**config.mk**
```make
export PLATFORM = sky130hd
export DESIGN_NAME = regfile_wb_arbiter
export DESIGN_NICKNAME = d
export VERILOG_FILES = /design/src/rtl/regfile_wb_arbiter.sv
export SDC_FILE = /design/constraint.sdc
export NUM_CORES = 1
export LEC_CHECK = 0
export CAP_MARGIN = 20
export CORE_MARGIN = 4
export CORE_UTILIZATION = 35
export CTS_CLUSTER_SIZE = 30
export DETAILED_ROUTE_END_ITERATION = 8
export GPL_TIMING_DRIVEN = 0
export PLACE_DENSITY = 0.63
export REMOVE_ABC_BUFFERS = 1
export SLEW_MARGIN = 20
export SYNTH_ARGS = -nofsm -noshare
export SYNTH_HDL_FRONTEND = slang
export SYNTH_SLANG_ARGS = --single-unit
```
**constraint.sdc**
```tcl
create_clock -name CLK -period 3.1 [get_ports CLK]
set_clock_uncertainty 0.15 [all_clocks]
set_input_delay 0.31 -clock CLK [delete_from_list [all_inputs] [get_ports CLK]]
set_output_delay 0.31 -clock CLK [all_outputs]
set_load 0.1 [all_outputs]
```
**src/rtl/regfile_wb_arbiter.sv**
```systemverilog
// Register-file write-port arbiter: the pipeline writeback always wins; colliding
// MDU writes wait in a small in-order FIFO and drain into idle port cycles.
module regfile_wb_arbiter #(
    parameter int unsigned DEPTH      = 2,
    parameter int unsigned STARVE_MAX = 4,
    parameter int unsigned WORD_W     = 32,
    parameter int unsigned RSEL_W     = 5
) (
    input  logic              CLK,
    input  logic              nRST,
    input  logic              pipe_wen,
    input  logic [RSEL_W-1:0] pipe_wsel,
    input  logic [WORD_W-1:0] pipe_wdat,
    input  logic              mdu_valid,
    input  logic [RSEL_W-1:0] mdu_wsel,
    input  logic [WORD_W-1:0] mdu_wdat,
    output logic              mdu_ready,
    output logic              stall,
    input  logic [RSEL_W-1:0] rsel1,
    input  logic [RSEL_W-1:0] rsel2,
    output logic              hazard,
    output logic              rf_WEN,
    output logic [RSEL_W-1:0] rf_wsel,
    output logic [WORD_W-1:0] rf_wdat
);

    localparam int unsigned PTR_W = $clog2(DEPTH);
    localparam int unsigned CNT_W = $clog2(DEPTH + 1);
    localparam int unsigned STV_W = $clog2(STARVE_MAX + 1);

    logic [RSEL_W-1:0] sel_q [DEPTH];
    logic [WORD_W-1:0] dat_q [DEPTH];
    logic [PTR_W-1:0]  rd_ptr_q, rd_ptr_d;
    logic [PTR_W-1:0]  wr_ptr_q, wr_ptr_d;
    logic [CNT_W-1:0]  count_q, count_d;
    logic [STV_W-1:0]  starve_q, starve_d;

    logic pipe_act;
    logic fifo_empty;
    logic ready_int;
    logic pop;
    logic bypass;
    logic push;
    logic hazard_int;
    logic [PTR_W-1:0] offset;

    // Request decode and grant decisions for this cycle
    always_comb begin
        pipe_act   = pipe_wen && (pipe_wsel != '0);
        fifo_empty = (count_q == '0);
        ready_int  = (count_q < CNT_W'(DEPTH));
        pop        = !pipe_act && !fifo_empty;
        bypass     = !pipe_act && fifo_empty && mdu_valid && (mdu_wsel != '0);
        push       = mdu_valid && ready_int && (mdu_wsel != '0) && !bypass;
    end

    // FIFO pointer/occupancy and starvation counter next state
    always_comb begin
        rd_ptr_d = rd_ptr_q;
        wr_ptr_d = wr_ptr_q;
        count_d  = count_q;
        starve_d = starve_q;
        if (pop)  rd_ptr_d = rd_ptr_q + PTR_W'(1);
        if (push) wr_ptr_d = wr_ptr_q + PTR_W'(1);
        case ({push, pop})
            2'b10:   count_d = count_q + CNT_W'(1);
            2'b01:   count_d = count_q - CNT_W'(1);
            default: count_d = count_q;
        endcase
        if (fifo_empty || pop) begin
            starve_d = '0;
        end else if (starve_q != STV_W'(STARVE_MAX)) begin
            starve_d = starve_q + STV_W'(1);
        end
    end

    // Control state registers
    always_ff @(posedge CLK or negedge nRST) begin
        if (!nRST) begin
            rd_ptr_q <= '0;
            wr_ptr_q <= '0;
            count_q  <= '0;
            starve_q <= '0;
        end else begin
            rd_ptr_q <= rd_ptr_d;
            wr_ptr_q <= wr_ptr_d;
            count_q  <= count_d;
            starve_q <= starve_d;
        end
    end

    // FIFO storage, written at the tail on push
    always_ff @(posedge CLK or negedge nRST) begin
        if (!nRST) begin
            for (int unsigned i = 0; i < DEPTH; i++) begin
                sel_q[i] <= '0;
                dat_q[i] <= '0;
            end
        end else if (push) begin
            sel_q[wr_ptr_q] <= mdu_wsel;
            dat_q[wr_ptr_q] <= mdu_wdat;
        end
    end

    // Read-after-buffered-write hazard over the occupied entries only
    always_comb begin
        hazard_int = 1'b0;
        offset     = '0;
        for (int unsigned i = 0; i < DEPTH; i++) begin
            offset = PTR_W'(i) - rd_ptr_q;
            if ((CNT_W'(offset) < count_q) && (sel_q[i] != '0) &&
                ((sel_q[i] == rsel1) || (sel_q[i] == rsel2))) begin
                hazard_int = 1'b1;
            end
        end
    end

    // Write-port mux and status outputs, all held inactive during reset
    always_comb begin
        rf_WEN  = 1'b0;
        rf_wsel = '0;
        rf_wdat = '0;
        if (pipe_act) begin
            rf_WEN  = 1'b1;
            rf_wsel = pipe_wsel;
            rf_wdat = pipe_wdat;
        end else if (!fifo_empty) begin
            rf_WEN  = 1'b1;
            rf_wsel = sel_q[rd_ptr_q];
            rf_wdat = dat_q[rd_ptr_q];
        end else if (bypass) begin
            rf_WEN  = 1'b1;
            rf_wsel = mdu_wsel;
            rf_wdat = mdu_wdat;
        end
        rf_WEN    = rf_WEN && nRST;
        mdu_ready = ready_int && nRST;
        stall     = (starve_q == STV_W'(STARVE_MAX)) && nRST;
        hazard    = hazard_int && nRST;
    end

endmodule

```
## Word level (Yosys, flattened, before mapping)

Cells that the tools add are included.

| cells by class | value |
|---|---|
| equality and inequality tests | 8 |
| $lt $le $gt $ge | 6 |
| reduce and logical (&&, ||, !) cells | 30 |
| multiplexer cells | 26 |
| bitwise logic cells | 2 |
| add/sub/neg operators | 7 |

Operators by type and width:

| cell | count |
|---|---|
| $mux 32 | 7 |
| $bwmux 64 | 1 |
| $mux 5 | 7 |
| $demux 32 s1 | 1 |
| $eq 5x5->1 | 4 |
| $reduce_bool 5->1 | 4 |
| $logic_and 1x1->1 | 17 |
| $bwmux 10 | 1 |
| $mux 3 | 2 |
| $demux 5 s1 | 1 |
| $mux 1 | 5 |
| $ge 2x2->1 const B | 2 |
| $lt 1x2->1 | 2 |
| $not 1->2 | 2 |
| $pmux 2 s2 | 1 |
| $reduce_bool 2->1 | 2 |
| $add 3x1->3 const B | 1 |
| $eq 3x3->1 const B | 1 |
| $logic_not 1->1 | 3 |
| $logic_or 1x1->1 | 3 |
| $ne 3x3->1 const B | 1 |
| $add 1x1->1 const B | 2 |
| $add 2x1->2 const B | 1 |
| $eq 2x1->1 const B | 1 |
| other kinds (6) | 7 |

| storage, ports and cells | value |
|---|---|
| register bits after elaboration | 81 |
| word-level logic and storage cells | 87 |

## Longest topological paths before layout

| depth | value |
|---|---|
| depth in word-level cells | 10 |
| depth in mapped cells | 8 |
| depth with buffers taken out | 7 |

## Worst setup path after synthesis

No wires, ideal clock.

| timing | value |
|---|---|
| kind | reg2out |
| from | register count_q[0] |
| to | output rf_wdat[21] |
| setup slack | -958 ps |
| arrival time | 3598 ps |
| cell stages (with the launch flop) | 7 |
| required time | 2640 ps |
| cells stage by stage | dfrtp_1 clkbuf_1 nor2_1 clkbuf_1 buf_1 a31oi_1 o21ai_0 |

| between the ends | value |
|---|---|
| longest elaborated chain between the ends | 7 |

RTL lines:

| item | RTL line | RTL |
|---|---|---|
| from (decl) | 35 | `logic [CNT_W-1:0] count_q, count_d;` |
| from (signal assigned) | 87 | `count_q <= count_d;` |
| $logic_not 2->1 (*) | 50 | `fifo_empty = (count_q == '0);` |
| $logic_and 1x1->1 (3 in series) | 53 | `bypass = !pipe_act && fifo_empty && mdu_valid && (mdu_wsel != '0);` |
| $mux 32 | 131 | `end else if (bypass) begin` |
| $mux 32 (*) | 127 | `end else if (!fifo_empty) begin` |
| $mux 32 (*) | 123 | `if (pipe_act) begin` |
| to (decl) | 24 | `output logic [WORD_W-1:0] rf_wdat` |

Every way passes the cells marked *; elsewhere a longest branch is shown, timed or not.

## Worst setup path in the final report

| timing | value |
|---|---|
| from | input pipe_wsel[0] |
| to | output rf_wdat[24] |

| between the ends | value |
|---|---|
| longest elaborated chain between the ends | 9 |

RTL lines:

| item | RTL line | RTL |
|---|---|---|
| from (decl) | 12 | `input logic [RSEL_W-1:0] pipe_wsel,` |
| $reduce_bool 5->1 (*) | 49 | `pipe_act = pipe_wen && (pipe_wsel != '0);` |
| $logic_and 1x1->1 (*) | 49 |  |
| $logic_not 1->1 | 53 |  |
| $logic_and 1x1->1 (3 in series) | 53 |  |
| $mux 32 | 131 |  |
| $mux 32 | 127 |  |
| $mux 32 (*) | 123 |  |

Marks and branches as above.

==> impl_metrics.csv <==
group,metric,value,unit
global_route,overflow,0,
place,dp.cells,727,
floorplanning,rows,42,
sta,post-route-period-util,0.975,
sta,setup_viol,0,
pwr,worst_ir_drop_vdd,584,µV
synth,ys_seq_elements,81,
sta,fmax,331,MHz
route,wl_per_cell,15.8,µm
route,first_pass_iters,4,
sta,min_period,3.02,ns
job,drv_cap,0,
synth,yosysUniqueCellTypes,28,
global_route,grt_pass1_wl,20.1,mm
cts,cts_made_buffers,9,
cts,h-tree-depth,3,
layout,final_cells,746,
pwr,p_leak,2.82,nW
pwr,total_power,7.22,mW
layout,layout.nets,658,
layout,diodes,0,
route,routed_wl,11.8,mm
route,drt-initial-drc-count,186,
floorplanning,dieHeight,124,µm
global_route,grt.total_usage,0.155,
route,met2RoutedLength,5.59,mm
sta,tightest_slew,0.981,ns
layout,area_delta_synth_final,37.8,%
layout,drive_above_1_share,0.254,
synth,synth_top_flop_cell,"dfrtp_1",
global_route,grt_pass1_vias,3892,
route,top_layer,"met4",
cts,clock_sinks,81,
worst_setup_path,crit_type,"in -> out",
hold_path,hold_class,"reg -> reg",
floorplanning,core_area,13200,µm²
sta,rsz0062_at_grt,"true",
sta,max_slew_margin,0.344,
synth,synth-edff-count,0,
synth,avgSynthCellArea,10.6,µm²
synth,async_reset_ff_frac,1.00,
layout,n_fill_cell,1240,
synth,synth-seq-area-share,0.427,
route,drc,0,
sta,timing_hold_violations_final,0,
place,place_congestion,0.888,
cts,insertion_delay,0.33,ns
cts,postCtsSetupBuffers,0,
route,dr_wl_met3,541,µm
floorplanning,ios,129,
cts,ctsRootBufferMaster,"clkbuf_16",
run_status,status,"complete, no violations",
global_route,antenna_found_initial,0,
pwr,power_density,1100,nW/µm²
worst_setup_path,critPathLaunchType,"primary input",
synth,yosys_warnings,0,
floorplanning,die_w,124,µm
route,num_vias,3754,
synth,netlist_instances,447,
synth,syn_area,4750,µm²
place,dp_hpwl,8.37,mm
layout,finish.utilization,0.494,
cts,cts_tree,"yes",
worst_setup_path,endpoint_kind,"output port",
floorplanning,initial_core_util,0.359,
cts,cts_buffer_depth,2,
route,drtAntennaViolNets,0,
worst_setup_path,crit_arrival,2.56,ns
global_route,grt_max_degree,45,
route,wl_met1,5.44,mm
worst_setup_path,cp_max_fo,26,
worst_setup_path,worstPathRequired,2.64,ns
sta,slew_viol_final,0,
cts,clk_pin_slew,0.06,ns
place,port_buffers,128,
route,viasPerCell,5.03,
floorplanning,die_area,15500,µm²
-- critical path: stages --
cell and delay, ns:
clkdlybuf4s50_1 0.42, or4_1 0.59, o21a_2 0.40, o21ai_0 0.25
clkdlybuf4s18_2 0.57
-- cells by family (layout without fill, tap and decap cells) --
logic type / after synthesis / in the layout / share of synthesized area
multiplexers: 112 / 112 / 0.279
adder cells (fa/ha/maj): 3 / 3 / 0.00790
flip-flops: 81 / 81 / 0.427
buffers and inverters: 38 / 161 / 0.0414
AO/OA/AOI/OAI: 90 / 90 / 0.114
XOR/XNOR: 26 / 26 / 0.0479
AND/OR/NAND/NOR: 97 / 97 / 0.0825
-- metal layers --
layer / global-route usage / vias to the layer above
met4: 0.0561 / 0
met3: 0.0287 / 14
met5: 0 / -
met1: 0.205 / 1805
li1: - / 1829
met2: 0.253 / 106
-- cell usage after synthesis, types with 2 or more instances --
library cell   n  area (µm²)
dfrtp_1       81        2030
clkbuf_1      24        90.1
mux2_4        30         450
nand2_1       35         131
or4_1          4        30.0
nor3_1         7        35.0
o21a_1         2        15.0
a31oi_1       38         238
inv_1          5        18.8
o21ai_0       38         190
xnor2_1        5        43.8
ha_1           3        37.5
mux2i_1       38         380
o211ai_1       2        15.0
xor2_1        21         184
mux2_1         2        22.5
mux2_2        42         473
buf_6          7        78.8
a21oi_1        4        20.0
nor2_1        50         188
a22oi_1        2        15.0
-- repair_timing --
item | CTS | global route
hold endpoints to repair | 40 | 0
endpoints found under the setup margin | 39 | 27
gates cloned | 0 | 0
gates resized for setup | 196 | 43
hold buffers | 5 | 0
-- cells in the final DEF (no fill, tap or decap), types with 11 or more instances in the layout --
cell and instances:
clkdlybuf4s50_1 88, dfrtp_1 80, nor2_1 49, mux2_2 42, mux2i_1 38, a31oi_1 38
o21ai_0 38, nand2_1 35, mux2_4 30, xor2_1 21, clkbuf_4 15, buf_4 11
-- metrics by stage --
stage | worst slack, ns | hold slack, ns | TNS (ns) | cell area [µm²]
after floorplan | -2.68 | -0.136 | -119.75 | 4570
after global placement | -3.60 | 0.316 | -369.88 | 6070
after detailed placement | -0.707 | 0.182 | -23.54 | 6250
after CTS | 0.0484 | 0.342 | 0 | 6500
after global routing | -0.0264 | 0.365 | -0.0264 | 6540
final | 0.0765 | 0.339 | 0 | 6540
-- where the power goes --
part	leakage (nW)	internal [mW]	switching [mW]
Clock	0.133	0.574	0.398
Sequential	0.967	1.60	0.535
Combinational	1.72	1.65	2.48
Total	2.82	3.82	3.41
-- path summary, 6_finish.rpt --
path	start	end	slack [ns]	cells after the start
hold / removal	dat_q[63]	dat_q[63]	0.34	1
setup / recovery	pipe_wsel[0]	rf_wdat[24]	0.08	5
hold reg to reg	dat_q[63]	dat_q[63]	0.34	1
min in group asynchronous	nRST	dat_q[62]	0.46	4
setup reg to reg	count_q[0]	dat_q[59]	0.68	5
max in group asynchronous	nRST	dat_q[49]	1.54	5
-- final cells by class --
| cell class | count | area, µm² | area share |
|---|---|---|---|
| clock buffer | 11 | 253 | 0.0386 |
| clock inverter | 3 | 17.5 | 0.00268 |
| inverter | 5 | 18.8 | 0.00287 |
| multi-input combinational | 328 | 2560 | 0.391 |
| sequential | 81 | 2030 | 0.310 |
| tap | 176 | 220 | 0.0337 |
| timing repair buffer | 142 | 1450 | 0.221 |
-- state kept, by name (all words and copies together) (netlist names) --
name / cells
dat_q: 64
sel_q: 10
starve_q: 3
count_q: 2
rd_ptr_q: 1
wr_ptr_q: 1
Power figures use the tool's default switching activity.
